[src/rtl/tracer_sched_pkg.sv]
// Shared types and defaults for the instruction-trace slot scheduler.
package tracer_sched_pkg;

    localparam int unsigned TRACE_TBL_ABITS = 6;
    localparam int unsigned TRACE_TBL_SZ    = 1 << TRACE_TBL_ABITS;
    localparam int unsigned TRACE_MCNT_BITS = 4;

    typedef enum logic [1:0] {
        SLOT_FREE,
        SLOT_OPEN,
        SLOT_CLOSED,
        SLOT_DONE
    } slot_state_t;

    typedef struct packed {
        slot_state_t                state;
        logic [TRACE_MCNT_BITS-1:0] pcnt;
    } TraceSlotType;

endpackage

[src/rtl/tracer_slot.sv]
// One trace-table slot: lifecycle state plus pending-memop counter.
module tracer_slot
    import tracer_sched_pkg::*;
#(
    parameter int unsigned MCNT_BITS = TRACE_MCNT_BITS
) (
    input  logic        clk,
    input  logic        rst,
    input  logic        open_req,
    input  logic        mreq,
    input  logic        mcmpl,
    input  logic        close_req,
    input  logic        retire,
    input  logic        flush,
    output slot_state_t state,
    output logic        err
);

    localparam logic [MCNT_BITS-1:0] PMAX = '1;

    slot_state_t          state_q, state_d;
    logic [MCNT_BITS-1:0] pcnt_q, pcnt_d;
    logic                 live, mreq_ok, mcmpl_ok;

    always_comb begin
        state_d  = state_q;
        pcnt_d   = pcnt_q;
        err      = 1'b0;
        live     = (state_q == SLOT_OPEN) || (state_q == SLOT_CLOSED);
        mreq_ok  = mreq && (state_q == SLOT_OPEN);
        mcmpl_ok = mcmpl && live && (pcnt_q != '0);

        if (mreq && !mreq_ok) err = 1'b1;
        if (mcmpl && !mcmpl_ok) err = 1'b1;
        if (close_req && state_q != SLOT_OPEN) err = 1'b1;

        // A matched issue+completion cancels out and cannot overflow.
        if (mreq_ok && !mcmpl_ok) begin
            if (pcnt_q == PMAX) err = 1'b1;
            else pcnt_d = pcnt_q + MCNT_BITS'(1);
        end else if (mcmpl_ok && !mreq_ok) begin
            pcnt_d = pcnt_q - MCNT_BITS'(1);
        end

        unique case (state_q)
            SLOT_FREE: begin
                if (open_req) begin
                    state_d = SLOT_OPEN;
                    pcnt_d  = '0;
                end
            end
            SLOT_OPEN: begin
                if (close_req) state_d = (pcnt_d == '0) ? SLOT_DONE : SLOT_CLOSED;
            end
            SLOT_CLOSED: begin
                if (pcnt_d == '0) state_d = SLOT_DONE;
            end
            SLOT_DONE: begin
                if (retire) state_d = SLOT_FREE;
            end
            default: state_d = SLOT_FREE;
        endcase

        if (flush) begin
            state_d = SLOT_FREE;
            pcnt_d  = '0;
            err     = 1'b0;
        end
    end

    always_ff @(posedge clk or posedge rst) begin
        if (rst) begin
            state_q <= SLOT_FREE;
            pcnt_q  <= '0;
        end else begin
            state_q <= state_d;
            pcnt_q  <= pcnt_d;
        end
    end

    assign state = state_q;

endmodule

[src/rtl/tracer_sched.sv]
// Ring scheduler for trace-table slots: issues indices, tracks completion, retires in order.
module tracer_sched
    import tracer_sched_pkg::*;
#(
    parameter int unsigned ABITS     = TRACE_TBL_ABITS,
    parameter int unsigned MCNT_BITS = TRACE_MCNT_BITS
) (
    input  logic             i_clk,
    input  logic             i_rst,
    input  logic             i_open_valid,
    output logic             o_open_ready,
    output logic [ABITS-1:0] o_open_idx,
    input  logic             i_mreq_valid,
    input  logic [ABITS-1:0] i_mreq_idx,
    input  logic             i_mcmpl_valid,
    input  logic [ABITS-1:0] i_mcmpl_idx,
    input  logic             i_close_valid,
    input  logic [ABITS-1:0] i_close_idx,
    input  logic             i_flush,
    output logic             o_retire_valid,
    output logic [ABITS-1:0] o_retire_idx,
    input  logic             i_retire_ready,
    output logic [ABITS:0]   o_total,
    output logic [ABITS-1:0] o_opened,
    output logic             o_err
);

    localparam int unsigned    SZ   = 1 << ABITS;
    localparam logic [ABITS:0] FULL = (ABITS+1)'(SZ);

    logic [ABITS-1:0] wcnt, rcnt, opened;
    logic [ABITS:0]   total;
    logic             err;
    logic             open_acc, retire_hs;

    slot_state_t      st [SZ];
    logic [SZ-1:0]    open_v, mreq_v, mcmpl_v, close_v, retire_v, slot_err;

    assign o_open_ready   = (total != FULL);
    assign o_retire_valid = (st[rcnt] == SLOT_DONE);
    assign open_acc       = i_open_valid && o_open_ready && !i_flush;
    assign retire_hs      = o_retire_valid && i_retire_ready && !i_flush;

    always_comb begin
        open_v   = '0;
        mreq_v   = '0;
        mcmpl_v  = '0;
        close_v  = '0;
        retire_v = '0;
        for (int unsigned i = 0; i < SZ; i++) begin
            open_v[i]   = open_acc && (wcnt == ABITS'(i));
            mreq_v[i]   = i_mreq_valid && (i_mreq_idx == ABITS'(i));
            mcmpl_v[i]  = i_mcmpl_valid && (i_mcmpl_idx == ABITS'(i));
            close_v[i]  = i_close_valid && (i_close_idx == ABITS'(i));
            retire_v[i] = retire_hs && (rcnt == ABITS'(i));
        end
    end

    for (genvar g = 0; g < SZ; g++) begin : g_slot
        tracer_slot #(
            .MCNT_BITS(MCNT_BITS)
        ) u_slot (
            .clk      (i_clk),
            .rst      (i_rst),
            .open_req (open_v[g]),
            .mreq     (mreq_v[g]),
            .mcmpl    (mcmpl_v[g]),
            .close_req(close_v[g]),
            .retire   (retire_v[g]),
            .flush    (i_flush),
            .state    (st[g]),
            .err      (slot_err[g])
        );
    end

    always_ff @(posedge i_clk or posedge i_rst) begin
        if (i_rst) begin
            wcnt   <= '0;
            rcnt   <= '0;
            total  <= '0;
            opened <= '0;
            err    <= 1'b0;
        end else if (i_flush) begin
            wcnt   <= '0;
            rcnt   <= '0;
            total  <= '0;
            opened <= '0;
        end else begin
            if (open_acc) begin
                wcnt   <= wcnt + ABITS'(1);
                opened <= wcnt;
            end
            if (retire_hs) rcnt <= rcnt + ABITS'(1);
            if (open_acc && !retire_hs) total <= total + (ABITS+1)'(1);
            else if (retire_hs && !open_acc) total <= total - (ABITS+1)'(1);
            err <= err | (|slot_err);
        end
    end

    assign o_open_idx   = wcnt;
    assign o_retire_idx = rcnt;
    assign o_total      = total;
    assign o_opened     = opened;
    assign o_err        = err;

endmodule

[config.mk]
export PLATFORM = sky130hd
export DESIGN_NAME = tracer_sched
export DESIGN_NICKNAME = d
export VERILOG_FILES = /design/src/rtl/tracer_sched_pkg.sv /design/src/rtl/tracer_slot.sv /design/src/rtl/tracer_sched.sv
export SDC_FILE = /design/constraint.sdc
export NUM_CORES = 2
export LEC_CHECK = 0
export CAP_MARGIN = 30
export CELL_PAD_IN_SITES_DETAIL_PLACEMENT = 0
export CELL_PAD_IN_SITES_GLOBAL_PLACEMENT = 2
export CORE_MARGIN = 4
export CORE_UTILIZATION = 36
export DETAILED_ROUTE_END_ITERATION = 12
export PLACE_DENSITY_LB_ADDON = 0.1
export SYNTH_ARGS = -nofsm -noshare
export SYNTH_HDL_FRONTEND = slang
export SYNTH_SLANG_ARGS = --single-unit
[constraint.sdc]
create_clock -name i_clk -period 13.2 [get_ports i_clk]
set_input_delay 2.64 -clock i_clk [delete_from_list [all_inputs] [get_ports i_clk]]
set_output_delay 2.64 -clock i_clk [all_outputs]
set_load 0.1 [all_outputs]
==> results.txt <==
----------------------------------------------------
[Outcome]
  Status ... completed

[Timing]
  Final-layout setup total negative slack ... 0 ns
  Final count of pins violating max slew ... 0
  RSZ-0062 raised after global routing ... no
  Timing-limited maximum frequency ... around 0.13 GHz
  Worst setup skew after layout ... between 0.03 and 0.04 ns
  Ratio of final minimum period to clock period ... 0.601
  Fin crit period ... 7.94 ns
  Slew HR ... 0.176
  Worst Tran Pin Value ... approximately 1.2 ns
  Final Setup Violations ... 0
  Final critical-path setup slack ... ~5.3 ns
  Final Hold Vio Count ... 0

[Hold path]
  Hold Path Class ... register to register
  Min-delay src ... o_opened[5]

[Critical path]
  Worst reg2reg setup slack ... 7.40 ns
  Critical Path AT ... around 5.3 ns
  Cell breakdown of the critical path ... buf_4, mux4_1, nor2_1, a2111oi_0, or4_1, nand3_1, nand2_1, clkdlybuf4s50_1
  Type of the setup path with the least slack ... register to output pin
  Buffer and inverter count on the worst path ... 2
  Maximum net fanout on the critical path ... 53
  Crit Reg-Reg Startpoint ... o_retire_idx[1]
  Slowest stage cell on the critical path ... sky130_fd_sc_hd__clkdlybuf4s50_1
  Endpoint required time on the critical path ... 10.56 ns
  Delay-heaviest family, CP ... buffers and inverters
  Nature of the critical path startpoint ... register
  Worst Setup End Kind ... output pin
  Maximum single-stage delay on the critical path ... approximately 1.2 ns
  Setup crit start ... o_retire_idx[1]

[Pwr]
  Power Density ... approximately 96 nW/um^2
  VDD IR max ... approximately 160 uV
  Fraction of power consumed by the clock network ... 0.372
  Share of power burned in combinational logic ... 0.291
  Fraction of power spent switching nets ... 0.388
  Share of power burned in registers ... 0.337
  Leakage power summed over all cells ... slightly below 0.02 uW
  Reported net switching power ... between 1500 and 2000 uW
  Internal Power ... 2720 uW

[Global route]
  Vias in the first global route ... around 40000
  Largest net degree at the start of global routing ... 134
  Final global-route overflow total ... 0
  Number of antenna violations at the first check in global routing ... 15
  Global-route wire length before repair ... between 200000 and 300000 um
  Overall global routing resource usage ... 0.309

[Clock tree]
  Buffer cell driving the clock tree root ... sky130_fd_sc_hd__clkbuf_16
  CTS resizes ... 0
  Clk_lat worst skew ... 0.70 ns
  Clk sink count ... 410
  H-tree lvl count ... 2
  Hold bufs inserted after CTS ... 0
  Postcts setup bufs ... 0
  Clock-pin slew of the registers on the worst-case setup and hold paths ... approximately 0.060 ns
  TritonCTS clock tree ... built
  TritonCTS buffer count ... a little under 60
  Number of buffers between clock root and the deepest sink ... 3

[Synth]
  Cell area after synthesis ... around 42000 sq um
  Avg Synthesized Cell Area ... roughly 8 sq um
  Top cells by area, synth ... sky130_fd_sc_hd__dfrtp_1 25%, sky130_fd_sc_hd__ha_1 12%, sky130_fd_sc_hd__nand3_1 4.3%
  Total nets after synthesis ... roughly 5600
  Fraction of the yosys area taken by sequential cells ... 0.245
  EDFF count, synth ... 0
  Number of standard cells after synthesis ... 5208
  Most area-hungry cell type in the Yosys netlist ... sky130_fd_sc_hd__dfrtp_1
  Most frequent cells after synthesis ... 410 x sky130_fd_sc_hd__dfrtp_1, 402 x sky130_fd_sc_hd__inv_1, 397 x sky130_fd_sc_hd__ha_1, 366 x sky130_fd_sc_hd__nand2_1, 360 x sky130_fd_sc_hd__nor2_1
  Async set-reset flop share out of synthesis ... 1.00
  Number of distinct library cell variants in the gate-level netlist after synthesis ... ~100
  Main flop type after synthesis ... sky130_fd_sc_hd__dfrtp_1
  Dominant cell by count in the synthesized netlist ... sky130_fd_sc_hd__dfrtp_1
  Synth top area share ... 0.245
  Flops & latches, synth ... just over 400
  Yosys warns ... 0

[Route]
  Via-per-instance ratio ... 6.38
  DR pass1 iterations ... 6
  Final WL ... 194000 um
  DRC violation total after the first TritonRoute iteration ... roughly 4300
  Antenna-violating nets left ... 0
  Wire length per cell after detailed routing ... between 20 and 30 um
  Residual DRC ... 0
  Vias ... roughly 43000

[Job]
  MaxCap Viol Count ... 0

[Floorplanning]
  Height of the die ... ~350 um
  Core Region ... ~110000 sq um
  Die Outline Area ... around 120000 sq um
  Die width ... 349 um
  Boundary pin count ... 54
  Initial core utilization ... 0.364
  Row cnt ... 124

[Cells and area]
  Fin nets ... roughly 5600
  Layout cells sized above 1 ... 0.0785
  Filler Cell Count ... 11800
  Area growth syn-to-layout ... 10.4%

[Place]
  Input/output buffers ... 53
  HPWL after detailed placement ... 146000 um
  Worst-case setup slack after placement ... just over 6 ns
  Routability-driven placement congestion ratio ... a little under 1

----------------------------------------------------
## power by group through the flow
stage	Sequential, uW	Clock [uW]	Combinational, uW
3_5_place_dp	1520	0	1260
6_report	1500	1650	1290
2_1_floorplan	1500	0	813
4_1_cts	1490	1700	1270
3_3_place_gp	1520	0	1270
5_1_grt	1500	1740	1400
## cell type report
cell class,count,area [sq um],share of cell area
diodes,12,30.0,0.000651
clock buffers,83,1720,0.0372
clock inverters,23,204,0.00442
inverters,404,1520,0.0330
multi-input cells,4167,29200,0.633
flip-flops and latches,410,10300,0.222
well taps,1512,1890,0.0410
repair buffers,149,1330,0.0288
## state kept, by name, indices dropped and copies added, names as in the netlist
signal,flops
g_slot.u_slot.pcnt_q,256
o_total,7
o_err,1
o_retire_idx,6
o_open_idx,6
g_slot.u_slot.state,128
o_opened,6
## cell families (layout without fill, tap and decap cells)
group | Yosys count | count (layout) | share of synthesized area
and+or+nand+nor | 2175 | 2175 | 0.285
AOI/OAI and AO/OA | 1364 | 1364 | 0.231
buffers and inverters | 631 | 659 | 0.0596
DFF | 410 | 410 | 0.245
adders and majority gates | 398 | 398 | 0.119
muxes | 138 | 138 | 0.0410
xor gates and xnor gates | 92 | 92 | 0.0195
other | 0 | 12 | 0
## per-layer routing
metal | up-vias | wire, um | track usage | part of all wire
met5 | - | 21 | 0 | 0.00011
met4 | 4 | 11900 | 0.167 | 0.061
met3 | 427 | 15900 | 0.0562 | 0.082
met2 | 1726 | 82100 | 0.463 | 0.42
met1 | 21200 | 84300 | 0.422 | 0.43
li1 | 19700 | - | - | -
## through the flow
| step | cell area (sq um) | utilization | hold WS [ns] | power, uW | std cells |
|---|---|---|---|---|---|
| 3_5_place_dp | 44200 | 0.385 | 0.515 | 2780 | 6640 |
| 6_report | 46200 | 0.402 | 0.520 | 4450 | 6760 |
| 3_3_place_gp | 44000 | 0.383 | 0.510 | 2790 | 6632 |
| 4_1_cts | 46100 | 0.401 | 0.524 | 4460 | 6746 |
| 2_1_floorplan | 41800 | - | 0.521 | 2310 | 5208 |
| 5_1_grt | 46100 | 0.402 | 0.556 | 4650 | 6748 |
## worst min-delay path: stages, from the launching register on
cell and delay, ns:
sky130_fd_sc_hd__dfrtp_1 0.37, sky130_fd_sc_hd__nand2_1 0.05, sky130_fd_sc_hd__a21oi_1 0.05
## layout by cell type, fill, tap and decap left out, drive strengths merged, types with 20 or more instances in the layout
master           n
mux4            22
and3           188
and4            69
a2111oi         27
nand4          162
clkdlybuf4s50   46
ha             397
nor2b           32
and2            53
a22oi           36
a21oi          298
o21a            65
xnor2           58
a31oi           69
a311oi          31
buf            101
o211ai          80
or3b            55
mux2i           96
nand2          366
nand3          356
nor4            78
nor4b           36
a21o            71
clkbuf          84
mux2            20
nor2           360
or3             45
xor2            34
a221oi          43
o31ai           41
a21boi          26
o21ai          215
inv            406
a211oi          61
a22o            31
a31o            29
nor3           218
or4             39
dfrtp          410
## worst paths after layout
kind | end | depth (start not counted)
setup / recovery | o_retire_valid | 8
hold reg to reg | o_opened[5] | 2
hold / removal | o_opened[5] | 2
max in group asynchronous | g_slot[18].u_slot.pcnt_q[2] | 6
setup reg to reg | o_total[6] | 18
min in group asynchronous | g_slot[29].u_slot.state[0] | 2
Power figures use the tool's default switching activity.
